### src/rtl/instruction_fetch_stage_pkg.sv
// Shared definitions for the MIPS instruction fetch stage.
// Contents: datapath width constants, reset/NOP defaults, the IF/ID
// pipeline record and a word-alignment helper for redirect targets.
package instruction_fetch_stage_pkg;

  localparam int unsigned PC_W    = 32;
  localparam int unsigned INSTR_W = 32;

  // Increment applied to the PC for sequential fetch.
  localparam logic [PC_W-1:0] PC_STEP = PC_W'(4);

  // sll $0,$0,0 -- harmless bubble for decode.
  localparam logic [INSTR_W-1:0] NOP_WORD_DEFAULT = 32'h0000_0000;
  localparam logic [PC_W-1:0]    RESET_PC_DEFAULT = 32'h0000_0000;

  // Contents of the IF/ID pipeline register.
  typedef struct packed {
    logic [INSTR_W-1:0] instruction;
    logic [PC_W-1:0]    pcplus4;
    logic               valid;
  } ifid_t;

  // Force a byte address onto a word boundary.
  function automatic logic [PC_W-1:0] word_align(input logic [PC_W-1:0] addr);
    return addr & ~PC_W'(3);
  endfunction

endpackage

### src/rtl/instruction_fetch_stage_ifid_register.sv
// ifid_register: IF/ID pipeline register with hold (stall) and squash (flush).
// Ports:
//   clk    in   rising-edge clock
//   reset  in   synchronous active-high reset
//   stall  in   hold current contents
//   flush  in   load a bubble (wins over stall)
//   d      in   fetched record to capture
//   q      out  registered record to decode
// Parameter NOP_WORD is the instruction placed in the register as a bubble.
module ifid_register
  import instruction_fetch_stage_pkg::*;
#(
  parameter logic [INSTR_W-1:0] NOP_WORD = NOP_WORD_DEFAULT
) (
  input  logic  clk,
  input  logic  reset,
  input  logic  stall,
  input  logic  flush,
  input  ifid_t d,
  output ifid_t q
);

  localparam ifid_t BUBBLE = '{instruction: NOP_WORD, pcplus4: '0, valid: 1'b0};

  // Reset/flush squash, stall holds, otherwise capture.
  always_ff @(posedge clk) begin
    if (reset || flush) begin
      q <= BUBBLE;
    end else if (!stall) begin
      q <= d;
    end
  end

endmodule

### src/rtl/instruction_fetch_stage.sv
// instruction_fetch_stage: MIPS fetch stage. Owns the PC, presents it to the
// 128-word combinational instruction memory and captures the returned word
// in the IF/ID register.
// Ports:
//   Clk, Reset                 clock, synchronous active-high reset
//   Stall                      hold PC and IF/ID
//   Redirect, RedirectTarget   control transfer, target word-aligned here
//   Flush                      squash IF/ID to a bubble
//   InstrAddress               current PC to instruction memory
//   InstrIn                    instruction memory read data
//   IFID_Instruction/PCPlus4/Valid   IF/ID register contents
//   FetchCount, StallCount     performance counters (FETCH_PERF_CNT_EN only)
// Optional feature macro: FETCH_PERF_CNT_EN.
module instruction_fetch_stage
  import instruction_fetch_stage_pkg::*;
#(
  parameter logic [PC_W-1:0]    RESET_PC = RESET_PC_DEFAULT,
  parameter logic [INSTR_W-1:0] NOP_WORD = NOP_WORD_DEFAULT
) (
  input  logic               Clk,
  input  logic               Reset,
  input  logic               Stall,
  input  logic               Redirect,
  input  logic [PC_W-1:0]    RedirectTarget,
  input  logic               Flush,
  output logic [PC_W-1:0]    InstrAddress,
  input  logic [INSTR_W-1:0] InstrIn,
  output logic [INSTR_W-1:0] IFID_Instruction,
  output logic [PC_W-1:0]    IFID_PCPlus4,
  output logic               IFID_Valid
`ifdef FETCH_PERF_CNT_EN
  ,
  output logic [31:0]        FetchCount,
  output logic [31:0]        StallCount
`endif
);

  logic [PC_W-1:0] pc;
  logic [PC_W-1:0] pc_plus4;
  logic [PC_W-1:0] redirect_pc;
  ifid_t           ifid_d;
  ifid_t           ifid_q;

  // Sequential successor wraps naturally at 2^32.
  assign pc_plus4    = pc + PC_STEP;
  assign redirect_pc = word_align(RedirectTarget);

  // Redirect beats Stall so a control transfer is never lost.
  always_ff @(posedge Clk) begin
    if (Reset) begin
      pc <= RESET_PC;
    end else if (Redirect) begin
      pc <= redirect_pc;
    end else if (!Stall) begin
      pc <= pc_plus4;
    end
  end

  assign InstrAddress = pc;

  assign ifid_d = '{instruction: InstrIn, pcplus4: pc_plus4, valid: 1'b1};

  ifid_register #(
    .NOP_WORD (NOP_WORD)
  ) u_ifid (
    .clk   (Clk),
    .reset (Reset),
    .stall (Stall),
    .flush (Flush),
    .d     (ifid_d),
    .q     (ifid_q)
  );

  assign IFID_Instruction = ifid_q.instruction;
  assign IFID_PCPlus4     = ifid_q.pcplus4;
  assign IFID_Valid       = ifid_q.valid;

`ifdef FETCH_PERF_CNT_EN
  logic [31:0] fetch_count;
  logic [31:0] stall_count;

  // Count edges that load a real instruction, and stalled edges.
  always_ff @(posedge Clk) begin
    if (Reset) begin
      fetch_count <= '0;
      stall_count <= '0;
    end else begin
      if (!Flush && !Stall) begin
        fetch_count <= fetch_count + 32'd1;
      end
      if (Stall) begin
        stall_count <= stall_count + 32'd1;
      end
    end
  end

  assign FetchCount = fetch_count;
  assign StallCount = stall_count;
`endif

endmodule

### config.mk
export PLATFORM = sky130hd
export DESIGN_NAME = instruction_fetch_stage
export DESIGN_NICKNAME = d
export VERILOG_FILES = /design/src/rtl/instruction_fetch_stage_pkg.sv /design/src/rtl/instruction_fetch_stage_ifid_register.sv /design/src/rtl/instruction_fetch_stage.sv
export SDC_FILE = /design/constraint.sdc
export NUM_CORES = 1
export LEC_CHECK = 0
export ABC_AREA = 1
export BUFFER_PORTS_ARGS = -buffer_cell sky130_fd_sc_hd__buf_2
export CAP_MARGIN = 20
export CORE_MARGIN = 4
export CORE_UTILIZATION = 48
export CTS_BUF_LIST = sky130_fd_sc_hd__clkbuf_16
export DETAILED_ROUTE_END_ITERATION = 12
export PLACE_DENSITY = 0.78
export SETUP_SLACK_MARGIN = 0.2
export SYNTH_ARGS = -nofsm -noshare
export SYNTH_HDL_FRONTEND = slang
export SYNTH_SLANG_ARGS = --single-unit
### constraint.sdc
create_clock -name Clk -period 2.79 [get_ports Clk]
set_clock_uncertainty 0.1 [all_clocks]
set_input_delay 0 -clock Clk [delete_from_list [all_inputs] [get_ports Clk]]
set_output_delay 0 -clock Clk [all_outputs]
set_load 0.02 [all_outputs]
==> results, run 1 <==
- The flow ran to the end, and the final reports show no timing, DRC or antenna violations.
- The mean instance size in the synthesized netlist is 6.832 µm².
- The via count of the first global-routing pass is ~5000.
- The number of flops mapped to enable cells by yosys is 0.
- The critical path in this run is classified as reg2reg.
- The highest fanout seen on the critical path is 6.
- The maximum number of pins on one net before global-route repair is between 70 and 80.
- The number of filler cells placed in the layout is approximately 700.
- In the final timing run, aggregate negative setup slack is 0 ns.
- The number of antenna violations at the first check in global routing is 0.
- For this run, the register share of the synthesized area comes to 42.12%.
- The global-route wire length before repair is 24320 µm.
- The path class of the tightest hold or removal check is in2reg.
- The clock net sink count is 93.
- For met3 alone, demand over resource in global routing was 5.525%.
- The leakage power total is 2.763 nW.
- The max-cap check violation count is 0.
- The first-pass iteration count of the detailed router is 5.
- The storage element area is 1862 µm².
- After technology mapping, the gate count stands at between 600 and 700.
- For this run, design rule violations remaining after detail routing come to 0.
- The async set or reset register ratio after synthesis is 0%.
- The area of the mapped netlist is 4420 µm².
- The number of synthesized register bits is 93.
- The die is 104.0 µm wide.
- Yosys printed 0 warnings.
- The most used flip-flop cell after synthesis is sky130_fd_sc_hd__dfxtp_1.
- The number of distinct library cells after synthesis is 31.
- The number of inserted diodes is 0.
- The half-perimeter wire length after detailed placement is between 9000 and 10000 µm.
- In the post-synthesis netlist, the cell with the most instances is sky130_fd_sc_hd__nand2_1.
- At the placement stage, the worst setup path has a slack of 1.040 ns.
- The total clock buffers created by CTS is 9.
- The floorplan step defined a die boundary enclosing 10810 µm².
- For this run, the slowest stage of the critical path takes 0.60 ns.
- The final count of negative-setup-slack endpoints is 0.
- In this run, the number of DRC markers left after iteration 0 of detailed routing was 327.
- The non-filler instance count after layout is approximately 970.
- The post-CTS clock slew at the launch and capture registers of the worst setup and hold paths is ~0.070 ns.
- The I/O pin count is 166.
- The clock insertion delay at the later pin of the skew report is about 0.34 ns.
- After detailed placement, the total cell area comes to 5240 µm².
- Gates resized during post-CTS repair numbered 0.
- sky130_fd_sc_hd__dfxtp_1 takes more of the synthesized area than any other cell.
- The worst register-to-register path has a setup slack of between 0.6 and 0.7 ns.
- The H-tree generated during clock tree synthesis spans 3 levels.
- The most numerous cell type found on the critical path is sky130_fd_sc_hd__nand2_1.
- The ratio of routed vias to standard cells is roughly 5.2.
- The final cell area excluding filler cells is about 6200 µm².
- The starting utilization of the core area is 49.96%.
- The area growth from synthesis to layout is 40.48%.
- For the pin with the worst max-slew slack, the measured transition is 0.8357 ns.
- The net count reported at finish is 925.
- Headroom to the max-slew limit came out at 44.23%.
- The proportion of layout cells with a drive suffix above 1 is about a quarter.
- TritonCTS built the clock tree.
- The total count of max-transition violations in the final report was 0.
- The hold violation total from the final report came to 0.
- The synthesized design devotes to its leading area cell type 42.12% of total area.
- The highest-delay cell along the critical path is sky130_fd_sc_hd__dlygate4sd3_1.
- The peak supply drop is 330.7 µV.
- The maximum count of clock buffers along a single path is 2.
- The footprint of the multi-input gates is 2206 µm².
- At the worst endpoint, the arrival time is about 2.3 ns.
- The count of antenna-violating nets left after detailed routing is 0.
- The total overflow left after global routing is 0.
- For the worst setup path, the data required time is between 2 and 3 ns.
- The worst path uses between 70% and 80% of the clock period.
- After detailed routing, the average wire length per cell comes to 15.15 µm.
- The post-detailed-routing wire length is approximately 15000 µm.
- The number of rows created at floorplan is 34.
- STA classifies the critical path endpoint as a register.
- The number of vias after detailed routing is 5059.
- The total global-route track usage is 27.05%.
- The nature of the critical path startpoint is a register.
- Sorting the synthesized cells by how often they occur yields 207 x sky130_fd_sc_hd__nand2_1, 93 x sky130_fd_sc_hd__dfxtp_1, 78 x sky130_fd_sc_hd__a21oi_1, 50 x sky130_fd_sc_hd__inv_1, 49 x sky130_fd_sc_hd__nor2_1.
- The core area is 8848 µm².
- The signal on the critical path passes through nand2_1 -> nor2_4 -> nand2_2 -> xor2_1 -> o21ai_1 -> nand2_1 -> a21oi_1 -> dlygate4sd3_1.
- Yosys attributes the largest share of cell area to sky130_fd_sc_hd__dfxtp_1 42%, sky130_fd_sc_hd__nand2_1 18%, sky130_fd_sc_hd__a21oi_1 8.8%.
- The power density of the placed cells is around 500 nW/µm².
- The height of the die is 104.0 µm.
- The met1 track utilization from global routing is 32.12%.
- In this run the tool buffered the top-level ports with 159 buffer cells.
- The global routing stage identified its most utilized layer as met2.
- The total placed cells including tap cells is 884.
- The maximum clock rate is 462.2 MHz.
- The root buffer cell chosen for the clock tree is sky130_fd_sc_hd__clkbuf_16.
- Counting I/O delays and the setup requirement, the final critical path takes 2.163 ns.
- For met2 alone, demand over resource in global routing was 47.73%.
- The routability congestion estimate from global placement is 0.9209.
- The final critical-path setup slack is 0.6265 ns.
- Setup repair after global routing left no endpoint under its margin.
[cell families after synthesis]
logic type               count (synthesis)  share of synthesized area (%)
buffers and inverters                   90                          8.236
XOR/XNOR                                 6                          1.529
AND/OR/NAND/NOR                        334                          33.12
flip-flops                              93                          42.12
AO/OA/AOI/OAI                          122                          14.63
adder cells (fa/ha/maj)                  1                         0.2830
other                                    1                        0.08483
[placed cells by master (no fill, tap or decap), types with 4 or more instances in the layout]
cell type / n
sky130_fd_sc_hd__nand3_1: 38
sky130_fd_sc_hd__nand2_1: 207
sky130_fd_sc_hd__clkbuf_16: 9
sky130_fd_sc_hd__nor2_1: 49
sky130_fd_sc_hd__a21oi_1: 78
sky130_fd_sc_hd__dlygate4sd3_1: 68
sky130_fd_sc_hd__nand4_1: 15
sky130_fd_sc_hd__o21ai_1: 13
sky130_fd_sc_hd__a31oi_1: 5
sky130_fd_sc_hd__o21a_1: 5
sky130_fd_sc_hd__nor2_4: 10
sky130_fd_sc_hd__o21ai_0: 16
sky130_fd_sc_hd__inv_1: 50
sky130_fd_sc_hd__nor2_2: 4
sky130_fd_sc_hd__conb_1: 4
sky130_fd_sc_hd__buf_2: 159
sky130_fd_sc_hd__dfxtp_1: 93
[repair_timing]
| item | in CTS | in global routing |
|---|---|---|
| hold buffers | 68 | 0 |
| endpoints found under the hold margin | 62 | 0 |
| setup buffers | 0 | 0 |
[stage by stage]
| stage | utilization, % | hold WS, ns | power (W) |
|---|---|---|---|
| floorplan | - | 0.03334 | 0.001688 |
| CTS | 70.18 | 0.04084 | 0.003090 |
| detailed placement | 59.22 | 0.1367 | 0.001832 |
| global route | 70.18 | 0.06806 | 0.003205 |
| global placement | 59.22 | 0.1209 | 0.001821 |
| finish | 70.18 | 0.04169 | 0.003091 |
[registers in the layout, indices dropped and copies added (netlist names)]
name,flops
InstrAddress,30
u_ifid.q,63
[per-layer routing]
layer,up-vias,part of all wire (%)
li1,2495,-
met1,2295,40
met2,231,49
met3,38,8.0
met4,0,2.8
met5,-,0
[final cells by class]
class	count	share of cell area [%]
repair buffers	231	24.46
clock buffers	9	3.627
multi-input cells	467	35.52
flip-flops and latches	93	29.98
inverters	53	3.204
well taps	108	2.176
clock inverters	7	1.028
[critical path: cells and delay by family, from the launching register on]
kind                   cells  cell delay, ns
XOR/XNOR                   1            0.25
AO/OA/AOI/OAI              2            0.16
buffers and inverters      1            0.60
flip-flops                 1            0.44
AND/OR/NAND/NOR            4            0.51
[path summary, 6_finish.rpt]
check	startpoint	end	cells after the start
worst max-delay path	InstrAddress[4]	InstrAddress[7]	8
worst min-delay path	Reset	InstrAddress[9]	2
worst max register to register	InstrAddress[4]	InstrAddress[7]	8
worst min register to register	u_ifid.q[45]	u_ifid.q[45]	2
[power by group]
group          internal [W]  leakage [nW]  switching (W)
Sequential          0.00138         0.759      0.0000495
Clock              0.000627         0.142       0.000578
Combinational      0.000193          1.86       0.000268
Note: power is estimated with default switching activity, not from simulation.
==> run 2: changes to the inputs <==
- CORE_UTILIZATION: 48 -> 45
- PLACE_DENSITY: 0.78 -> 0.77
- clock period: 2.79 -> 1.9 ns (I/O delays scaled with it)
==> run 2 against run 1 <==
Critical path depth is 1 higher. Sequential share of layout area fell by 0.23 points. Design area increased by 2.3%. Setup slack worse by 0.35 ns. Die area increased by 6.1%. Utilization down 2.7 points. First-iteration DRC count is 0.61% lower. Global-route usage down 1.5 points. Power grew 50%. Largest power group unchanged.
==> results, run 2 (synthesis gave the netlist of run 1 again) <==
- The flow ran to the end, and the final reports show no timing, DRC or antenna violations.
- The non-filler instance count after layout came to 992 (+2.5%).
- The max-cap check violation count was 0 (unchanged).
- The routability congestion estimate from global placement is 0.8920 (-3.1%).
- The maximum clock rate is 615.6 MHz (+33%).
- The worst hold path begins at Redirect.
- The buffers plus inverters on the worst setup path came to 0 (-1).
- The hold violation total from the final report was 0 (unchanged).
- In this run the clock root is driven by a sky130_fd_sc_hd__clkbuf_16.
- Counting flops per register, the top entry is u_ifid.q.
- The number of inserted diodes is 0 (unchanged).
- The number of antenna violations at the first check in global routing was 0 (unchanged).
- The commonest non-fill, non-tap cell in the layout is sky130_fd_sc_hd__nand2_1.
- The post-CTS clock slew at the launch and capture registers of the worst setup and hold paths was 0.08 ns (about the same).
- The total clock buffers created by CTS is 9 (unchanged).
- The horizontal extent of the die is 107.1 µm (+3.0%).
- The number of I/O port buffers is 159 (unchanged).
- The number of flip-flops in the largest register is 63 (unchanged).
- The number of rows created at floorplan came to 35 (+2.9%).
- The floorplan die area is 11470 µm² (+6.1%).
- The setup total negative slack is 0 ns (unchanged).
- The core area is 9415 µm² (+6.4%).
- The measured slew at the worst slew-check pin is 0.8143 ns (-0.02138 ns).
- The proportion of layout cells with a drive suffix above 1 is 27.93% (+4.0 points).
- The worst reg2reg path depth is 9 (+1).
- The worst hold path class is in2reg.
- The final critical delay including setup and external delays is 1.625 ns (-0.5390 ns).
- The kind of critical path is reg2reg.
- The highest fanout seen on the critical path is 5 (-1).
- The post-detailed-routing wire length is 14820 µm (+1.1%).
- The clock net sink count is 93 (unchanged).
- The first-pass iteration count of the detailed router is 5 (unchanged).
- The global-route wire length before repair is 23690 µm (-2.6%).
- The via count of the first global-routing pass is 4920 (-0.69%).
- The required time of the critical path is 2.04 ns (-0.88 ns).
- Setup repair after global routing could not meet its margin everywhere.
- The TritonCTS clock tree is done.
- The height of the die is 107.1 µm (+3.0%).
- The ratio of routed vias to standard cells came to 5.071 (-3.0%).
- The I/O pin count is 166 (unchanged).
- The remaining design rule violation count is 0 (unchanged).
- In this design, the largest share of critical-path delay is due to simple AND/OR/NAND/NOR gates.
- The final cycle utilization of the critical path came to 85.50% (+8.0 points).
- In this design, the critical path's most frequently occurring cell is sky130_fd_sc_hd__nor2_1.
- The highest-delay cell along the critical path is sky130_fd_sc_hd__dfxtp_1.
- The power density of the placed cells is 729.2 nW/µm² (+47%).
- The library cells used most frequently in the layout, excluding fill and tap cells, are 207 x sky130_fd_sc_hd__nand2_1, 159 x sky130_fd_sc_hd__buf_2, 76 x sky130_fd_sc_hd__dfxtp_1, 76 x sky130_fd_sc_hd__a21oi_1, 63 x sky130_fd_sc_hd__dlygate4sd3_1.
- The nature of the critical path startpoint is a register.
- The total global-route track usage is 25.57% (-1.5 points).
- The relative max-transition margin is 45.65% (+1.4 points).
- The net count reported at finish is 928 (+0.32%).
- The total count of max-transition violations in the final report was 0 (unchanged).
- The number of vias after detailed routing is 5030 (-0.57%).
- The launch point of the worst reg-to-reg path is InstrAddress[6].
- The setup slack of the most critical reg-to-reg path is 0.28 ns (-0.35 ns).
- The capture point of the worst reg-to-reg path is InstrAddress[11].
- Compared with the post-synthesis result, the final layout area differs by 43.76%.
- The endpoint arrival time on the critical path is 1.76 ns (-0.53 ns).
- The delay of the slowest cell on the worst path is 0.44 ns (-0.16 ns).
- Walking the worst path, the cells encountered are nand2_2 -> nor2_4 -> nand2_4 -> nor2_2 -> nand2_1 -> nand3_1 -> nor2_1 -> nor2_1 -> nor2_1.
- The starting utilization of the core area is 46.95% (-3.0 points).
- The detailed router's first-iteration violation count is 325 (-0.61%).
- The half-perimeter wire length after detailed placement is 10200 µm (+6.2%).
- The total placed cells including tap cells is 910 (+2.9%).
- The average wire length per cell after detail routing came to 14.94 µm (-1.4%).
- The leakage power total is 2.786 nW (+0.86%).
- The hold path endpoint is InstrAddress[13].
- The global route total overflow is 0 (unchanged).
- The type of destination of the critical path is a register.
- The maximum number of pins on one net before global-route repair is 68 (-14%).
- The number of H-tree branching levels is 3 (unchanged).
- The clock insertion delay at the later pin of the skew report was 0.35 ns (about the same).
- The count of antenna-violating nets left after detailed routing is 0 (unchanged).
- The peak supply drop is 478.5 µV (+45%).
- The final count of negative-setup-slack endpoints is 0 (unchanged).
- The maximum count of clock buffers along a single path is 2 (unchanged).
- The hold-critical path depth is 3 (+1).
-- run 2: final cells by class --
type / instances / area, µm²
clock buffers: 9 / 225.2
clock inverters: 7 / 91.34
fillers: 785 / 3060
inverters: 53 / 198.9
multi-input cells: 467 / 2258
flip-flops and latches: 93 / 1891
well taps: 129 / 161.4
repair buffers: 234 / 1529
-- run 2: timing repair --
action                                  CTS  global route
hold endpoints to repair                 62             0
pin swaps                                 1             6
hold buffers                             63             0
endpoints found under the setup margin    2            41
gates resized for setup                   2            28
buffers inserted                          1             2
-- run 2: power by group --
part           switching, W  internal, W  leakage (nW)
sequential        0.0000731      0.00202         0.766
clock              0.000904     0.000948         0.152
combinational      0.000400     0.000287          1.87
-- run 2: metal layers --
metal	share of wire, %	vias to the layer above	GRT usage (%)
li1	-	2503	-
met3	6.5	25	6.020
met2	50	169	45.89
met5	0	-	0
met1	42	2333	30.19
met4	1.9	0	7.306
-- run 2: how the worst max path moves through the flow --
stage               cells past startpoint       startpoint               end
floorplan                               9  InstrAddress[2]  InstrAddress[14]
global placement                        9  InstrAddress[2]  InstrAddress[14]
detailed placement                      9  InstrAddress[2]  InstrAddress[14]
CTS                                     9  InstrAddress[2]  InstrAddress[14]
global route                            9  InstrAddress[4]  InstrAddress[11]
finish                                  9  InstrAddress[6]  InstrAddress[11]
-- run 2: tightest hold or removal path, cell delays in order --
cell and delay, ns:
sky130_fd_sc_hd__buf_2 0.25, sky130_fd_sc_hd__nor2_1 0.16, sky130_fd_sc_hd__o21a_1 0.11
-- run 2: metrics by stage --
| step | power, W | cell area (µm²) | worst slack (ns) | util, % | hold WS [ns] |
|---|---|---|---|---|---|
| 6_report | 0.004634 | 6355 | 0.2755 | 67.50 | 0.1015 |
| 3_3_place_gp | 0.002691 | 5306 | 0.2716 | 56.36 | 0.1233 |
| 3_5_place_dp | 0.002706 | 5306 | 0.2025 | 56.36 | 0.1418 |
| 4_1_cts | 0.004645 | 6269 | 0.2089 | 66.58 | 0.09344 |
| 2_1_floorplan | 0.002479 | 4434 | 0.2945 | - | 0.03329 |
| 5_1_grt | 0.004820 | 6355 | 0.1777 | 67.50 | 0.1412 |
